===== src/rtl/multicycle_control_fsm.sv =====
// Sequencer for the shared-ALU, shared-memory multicycle MIPS datapath; memory accesses stall on mem_ready.
// Optional MCFSM_PERF_COUNTERS_EN adds instr_count/stall_count outputs.
module multicycle_control_fsm #(
  parameter int OP_WIDTH = 6,
  parameter int ALUOP_W  = 3
) (
  input  logic                clk,
  input  logic                reset,
  input  logic [OP_WIDTH-1:0] OP,
  input  logic                Zero,
  input  logic                mem_ready,
  output logic                mem_req,
  output logic                MemWrite,
  output logic                IorD,
  output logic                IRWrite,
  output logic                PCEn,
  output logic [1:0]          PCSource,
  output logic                RegDst,
  output logic                RegWrite,
  output logic                MemtoReg,
  output logic                ALUSrcA,
  output logic [1:0]          ALUSrcB,
  output logic [ALUOP_W-1:0]  ALUOp,
  output logic                illegal_op,
  output logic [3:0]          state_dbg
`ifdef MCFSM_PERF_COUNTERS_EN
  ,
  output logic [31:0]         instr_count,
  output logic [31:0]         stall_count
`endif
);

  typedef enum logic [3:0] {
    IDLE   = 4'd0,  FETCH = 4'd1,  DECODE = 4'd2,  MEMADR = 4'd3,
    MEMRD  = 4'd4,  MEMWB = 4'd5,  MEMWR  = 4'd6,  EXE_R  = 4'd7,
    R_WB   = 4'd8,  EXE_I = 4'd9,  I_WB   = 4'd10, BRANCH = 4'd11,
    JUMP   = 4'd12, HALT  = 4'd13
  } state_t;

  localparam logic [OP_WIDTH-1:0] OP_RTYPE = OP_WIDTH'(6'h00);
  localparam logic [OP_WIDTH-1:0] OP_LW    = OP_WIDTH'(6'h23);
  localparam logic [OP_WIDTH-1:0] OP_SW    = OP_WIDTH'(6'h2B);
  localparam logic [OP_WIDTH-1:0] OP_ADDI  = OP_WIDTH'(6'h08);
  localparam logic [OP_WIDTH-1:0] OP_ORI   = OP_WIDTH'(6'h0D);
  localparam logic [OP_WIDTH-1:0] OP_LUI   = OP_WIDTH'(6'h0F);
  localparam logic [OP_WIDTH-1:0] OP_BEQ   = OP_WIDTH'(6'h04);
  localparam logic [OP_WIDTH-1:0] OP_BNE   = OP_WIDTH'(6'h05);
  localparam logic [OP_WIDTH-1:0] OP_J     = OP_WIDTH'(6'h02);

  localparam logic [ALUOP_W-1:0] ALU_ADD = ALUOP_W'(3'b000);
  localparam logic [ALUOP_W-1:0] ALU_SUB = ALUOP_W'(3'b001);
  localparam logic [ALUOP_W-1:0] ALU_OR  = ALUOP_W'(3'b010);
  localparam logic [ALUOP_W-1:0] ALU_LUI = ALUOP_W'(3'b011);
  localparam logic [ALUOP_W-1:0] ALU_FN  = ALUOP_W'(3'b111);

  state_t state_q, state_d;
  logic   illegal_q, illegal_d;

  always_ff @(posedge clk or negedge reset) begin
    if (!reset) begin
      state_q   <= IDLE;
      illegal_q <= 1'b0;
    end else begin
      state_q   <= state_d;
      illegal_q <= illegal_d;
    end
  end

  always_comb begin
    state_d   = state_q;
    illegal_d = illegal_q;
    unique case (state_q)
      IDLE:   state_d = FETCH;
      FETCH:  if (mem_ready) state_d = DECODE;
      DECODE: begin
        unique case (OP)
          OP_RTYPE:               state_d = EXE_R;
          OP_LW, OP_SW:           state_d = MEMADR;
          OP_ADDI, OP_ORI, OP_LUI: state_d = EXE_I;
          OP_BEQ, OP_BNE:         state_d = BRANCH;
          OP_J:                   state_d = JUMP;
          default: begin
            state_d   = HALT;
            illegal_d = 1'b1;
          end
        endcase
      end
      MEMADR: state_d = (OP == OP_LW) ? MEMRD : MEMWR;
      MEMRD:  if (mem_ready) state_d = MEMWB;
      MEMWR:  if (mem_ready) state_d = FETCH;
      MEMWB:  state_d = FETCH;
      EXE_R:  state_d = R_WB;
      R_WB:   state_d = FETCH;
      EXE_I:  state_d = I_WB;
      I_WB:   state_d = FETCH;
      BRANCH: state_d = FETCH;
      JUMP:   state_d = FETCH;
      HALT:   state_d = HALT;
      default: state_d = IDLE;
    endcase
  end

  // FETCH and BRANCH gate their PC/IR enables combinationally on inputs.
  always_comb begin
    mem_req  = 1'b0;
    MemWrite = 1'b0;
    IorD     = 1'b0;
    IRWrite  = 1'b0;
    PCEn     = 1'b0;
    PCSource = 2'b00;
    RegDst   = 1'b0;
    RegWrite = 1'b0;
    MemtoReg = 1'b0;
    ALUSrcA  = 1'b0;
    ALUSrcB  = 2'b00;
    ALUOp    = ALU_ADD;
    unique case (state_q)
      FETCH: begin
        mem_req = 1'b1;
        ALUSrcB = 2'b01;
        IRWrite = mem_ready;
        PCEn    = mem_ready;
      end
      DECODE: ALUSrcB = 2'b11;
      MEMADR: begin
        ALUSrcA = 1'b1;
        ALUSrcB = 2'b10;
      end
      MEMRD: begin
        mem_req = 1'b1;
        IorD    = 1'b1;
      end
      MEMWR: begin
        mem_req  = 1'b1;
        IorD     = 1'b1;
        MemWrite = 1'b1;
      end
      MEMWB: begin
        RegWrite = 1'b1;
        MemtoReg = 1'b1;
      end
      EXE_R: begin
        ALUSrcA = 1'b1;
        ALUOp   = ALU_FN;
      end
      R_WB: begin
        RegWrite = 1'b1;
        RegDst   = 1'b1;
      end
      EXE_I: begin
        ALUSrcA = 1'b1;
        ALUSrcB = 2'b10;
        if (OP == OP_ORI)      ALUOp = ALU_OR;
        else if (OP == OP_LUI) ALUOp = ALU_LUI;
        else                   ALUOp = ALU_ADD;
      end
      I_WB: RegWrite = 1'b1;
      BRANCH: begin
        ALUSrcA  = 1'b1;
        ALUOp    = ALU_SUB;
        PCSource = 2'b01;
        PCEn     = ((OP == OP_BEQ) && Zero) || ((OP == OP_BNE) && !Zero);
      end
      JUMP: begin
        PCSource = 2'b10;
        PCEn     = 1'b1;
      end
      default: ;
    endcase
  end

  assign illegal_op = illegal_q;
  assign state_dbg  = state_q;

`ifdef MCFSM_PERF_COUNTERS_EN
  logic [31:0] instr_q, stall_q;

  always_ff @(posedge clk or negedge reset) begin
    if (!reset) begin
      instr_q <= 32'd0;
      stall_q <= 32'd0;
    end else begin
      if ((state_q == FETCH) && mem_ready) instr_q <= instr_q + 32'd1;
      if (mem_req && !mem_ready)           stall_q <= stall_q + 32'd1;
    end
  end

  assign instr_count = instr_q;
  assign stall_count = stall_q;
`endif

endmodule


===== config.mk =====
export PLATFORM = sky130hd
export DESIGN_NAME = multicycle_control_fsm
export DESIGN_NICKNAME = d
export VERILOG_FILES = /design/src/rtl/multicycle_control_fsm.sv
export SDC_FILE = /design/constraint.sdc
export NUM_CORES = 1
export LEC_CHECK = 0
export ABC_CLOCK_PERIOD_IN_PS = 3000
export CAP_MARGIN = 20
export CORE_MARGIN = 5
export CORE_UTILIZATION = 25
export CTS_CLUSTER_DIAMETER = 30
export CTS_CLUSTER_SIZE = 14
export DETAILED_ROUTE_END_ITERATION = 12
export DONT_BUFFER_PORTS = 1
export PLACE_DENSITY = 0.5
export SYNTH_ARGS = -nofsm -noshare
export SYNTH_HDL_FRONTEND = slang
export SYNTH_SLANG_ARGS = --single-unit

===== constraint.sdc =====
create_clock -name clk -period 3 [get_ports clk]
set_input_delay 0.9 -clock clk [delete_from_list [all_inputs] [get_ports clk]]
set_output_delay 0.9 -clock clk [all_outputs]
set_load 0.02 [all_outputs]

==> metrics.md <==
| Metric | Value |
|---|---|
| Number of flip-flops and latches in the synthesized netlist | `5` |
| Average wire length per cell after detail routing | `approximately 15 microns` |
| Met1 WL | `roughly 930 microns` |
| Gates resized, CTS repair | `0` |
| Transition at the pin with the smallest max-transition slack | `0.618 ns` |
| Antenna Cells | `0` |
| Root buffer cell | `sky130_fd_sc_hd__clkbuf_4` |
| Most used flip-flop cell after synthesis | `sky130_fd_sc_hd__dfrtp_1` |
| CTS H-Tree Depth | `1` |
| DP Cell Count | `130` |
| Post-detailed-routing wire length | `between 2000 and 2500 microns` |
| Element type at the critical path end | `output pin` |
| Count of TritonRoute iterations in the first routing pass | `4` |
| Internal power | `0.353 mW` |
| Number of buffers created by CTS | `3` |
| Maximum number of pins on one net before global-route repair | `16` |
| Number of design rule violations left after detail routing | `0` |
| TritonCTS Sinks | `5` |
| Number of nets in the synthesized netlist | `approximately 110` |
| Share of power burned in combinational logic | `66.4%` |
| Placed cell areas | `~740 sq um` |
| Number of setup buffers added after CTS | `0` |
| Clock period minus worst slack | `2.63 ns` |
| Summed instance area of the synthesized netlist | `just over 700 sq um` |
| RSZ-0062 raised after global routing | `no` |
| Mean area per synthesized cell | `approximately 7.0 sq um` |
| Most common cell after layout, fill and taps aside | `sky130_fd_sc_hd__nor2_1` |
| First-pass GRT wire length | `~3300 microns` |
| WL met3 | `147 microns` |
| Via count of the first global-routing pass | `between 700 and 800` |
| Power share of the clock group | `9.1%` |
| Share of the clock period used by the worst path | `between 80% and 90%` |
| Share of flip-flops with an asynchronous set or reset | `100%` |
| Clk_skew | `roughly 0.0047 ns` |
| Final cell area excluding filler cells | `about 760 sq um` |
| Sequential-to-total area share from yosys stat | `17.3%` |
| Kind of start point of the critical path | `flop` |
| Overflow left after global routing | `0` |
| Remaining max-slew budget at the tightest pin | `58.5%` |
| Placeable core region | `2760 sq um` |
| Die area | `4070 sq um` |
| Final-stage net count | `~110` |
| Commonest cells after routing, fill and taps aside | `16 x sky130_fd_sc_hd__nor2_1, 10 x sky130_fd_sc_hd__nand2_1, 7 x sky130_fd_sc_hd__nor3_1, 7 x sky130_fd_sc_hd__buf_4` |
| Critical Path RT | `2.10 ns` |
| Total of warnings raised by yosys | `0` |
| Highest achievable clock rate | `roughly 0.38 GHz` |
| Antenna violations before repair | `0` |
| Die width | `63.8 microns` |
| Net switching power figure | `0.492 mW` |
| Effective utilization at floorplan | `a little over a quarter` |
| Latest clock arrival within the worst-skew pair | `approximately 0.24 ns` |
| Worst supply voltage drop on vdd | `0.496 mV` |
| Power per standard cell area | `1110 nW/um^2` |
| Port Buffers | `0` |
| Max layer used | `met4` |
| Filler cell count in the final layout | `around 330` |
| Final slew viol count | `0` |
| Result of the run | `complete, no violations` |
| Count of mapped cells out of synthesis | `103` |
| Vias | `just under 800` |
| CTS tree | `built` |
| Final Hold Slack | `between 0.3 and 0.4 ns` |
| Via density per instance | `around 5.8` |
| Die Ht | `63.8 microns` |
| Area growth, synth to finish | `5.18%` |
| Final GP Congestion | `between 0.7 and 0.8` |
| Max-Cap Viols | `0` |
| Total Power | `about 0.85 mW` |
| Endpoint arrival time on the critical path | `between 1.5 and 2 ns` |
| Detail Route met2 WL | `941 microns` |
| Switching part of the total power | `58.2%` |
| CTS max path bufs | `2` |
| Top-level I/O count | `31` |
| Worst Path Max Fanout | `11` |
| Number of hold violations in the final report | `0` |
| Number of endpoints failing setup at the final stage | `0` |
| GRT Total Usage | `10.0%` |
| Clock edge transition at the registers on the reported setup and hold paths | `approximately 0.05 ns` |
| EDFF count, synth | `0` |
| Share of cells above drive strength 1 | `14.6%` |
| First DRT Iteration DRCs | `18` |
| Unique masters post-synth | `35` |
| Seq pwr share | `around a quarter` |
| Leakage power of the design | `roughly 0.27 nW` |
| Antenna Nets Post-Route | `0` |
| Crit Path Category | `flop to output pin` |
| Sum of net half-perimeters after detailed placement | `~1600 microns` |
| Post-Layout Cell Count | `roughly 130` |
| Worst min-delay path category | `input pin to asynchronous set/reset pin` |
| Row Count | `19` |
| Quantity of hold-fixing buffers added after cts | `0` |
| Setup_tns | `0 ns` |
## cell usage after synthesis, types with 2 or more instances
master	number	area (sq um)
sky130_fd_sc_hd__nor4_1	3	18.8
sky130_fd_sc_hd__nand2b_1	2	12.5
sky130_fd_sc_hd__buf_6	4	45.0
sky130_fd_sc_hd__nand2_1	10	37.5
sky130_fd_sc_hd__a31oi_1	2	12.5
sky130_fd_sc_hd__nor2_1	16	60.1
sky130_fd_sc_hd__a21oi_1	5	25.0
sky130_fd_sc_hd__buf_2	7	35.0
sky130_fd_sc_hd__dfrtp_1	5	125
sky130_fd_sc_hd__nand3_1	2	10.0
sky130_fd_sc_hd__o21ai_0	4	20.0
sky130_fd_sc_hd__nor2b_1	4	25.0
sky130_fd_sc_hd__a211oi_1	2	15.0
sky130_fd_sc_hd__o21ai_1	3	15.0
sky130_fd_sc_hd__o22ai_1	3	18.8
sky130_fd_sc_hd__nor3_1	7	35.0
sky130_fd_sc_hd__o31ai_1	3	22.5
sky130_fd_sc_hd__a21boi_1	3	22.5
sky130_fd_sc_hd__xnor2_1	2	17.5
## worst max-delay path, stage by stage, from the launching register on
cell and delay (ns):
sky130_fd_sc_hd__dfrtp_1 0.52, sky130_fd_sc_hd__buf_4 0.25, sky130_fd_sc_hd__nor2_1 0.20, sky130_fd_sc_hd__a31oi_1 0.12
sky130_fd_sc_hd__o21ai_1 0.40
## metal layers
metal  up-vias  track usage, %
met4         0            3.90
met2        22            15.8
met1       368            12.2
met5         -               0
li1        379               -
met3         2            3.68
## final cells by class
type	count	area [sq um]	share of cell area, %
Clock buffer	4	26.3	3.45
Inverter	1	3.75	0.493
Multi-Input combinational cell	86	515	67.7
Sequential cell	5	125	16.4
Tap cell	31	38.8	5.09
Timing Repair Buffer	7	52.6	6.90
## metrics by stage
step,setup slack [ns],util [%]
2_1_floorplan,0.314,-
3_3_place_gp,0.388,26.7
3_5_place_dp,0.395,26.7
4_1_cts,0.337,27.6
5_1_grt,0.205,27.6
6_report,0.370,27.6
## logic make-up after synthesis
kind of cell / Yosys count / synth area share (%)
and+or+nand+nor: 54 / 42.0
AOI/OAI and AO/OA: 30 / 26.8
buffers and inverters: 12 / 11.6
DFF: 5 / 17.3
xor gates and xnor gates: 2 / 2.42
## worst paths after layout
path | start | end | cells past startpoint | slack (ns)
setup / recovery | state_dbg[3] | PCEn | 4 | 0.37
hold / removal | reset | state_dbg[3] | 0 | 0.35
setup reg to reg | state_dbg[0] | state_dbg[1] | 5 | 1.39
hold reg to reg | illegal_op | illegal_op | 2 | 0.73
max in group asynchronous | reset | state_dbg[1] | 0 | 2.58
min in group clk | illegal_op | illegal_op | 2 | 0.73
## power groups by stage
stage,sequential [mW],clock (mW),combinational [mW]
finish,0.207,0.0772,0.561
global placement,0.210,0,0.564
global route,0.220,0.0877,0.619
CTS,0.209,0.0833,0.568
floorplan,0.169,0,0.509
detailed placement,0.208,0,0.571
## state kept, by name, summed over array words and instances, names as in the netlist
register	flops
state_dbg	4
illegal_op	1
No activity file was read; power rests on OpenSTA's default activity.
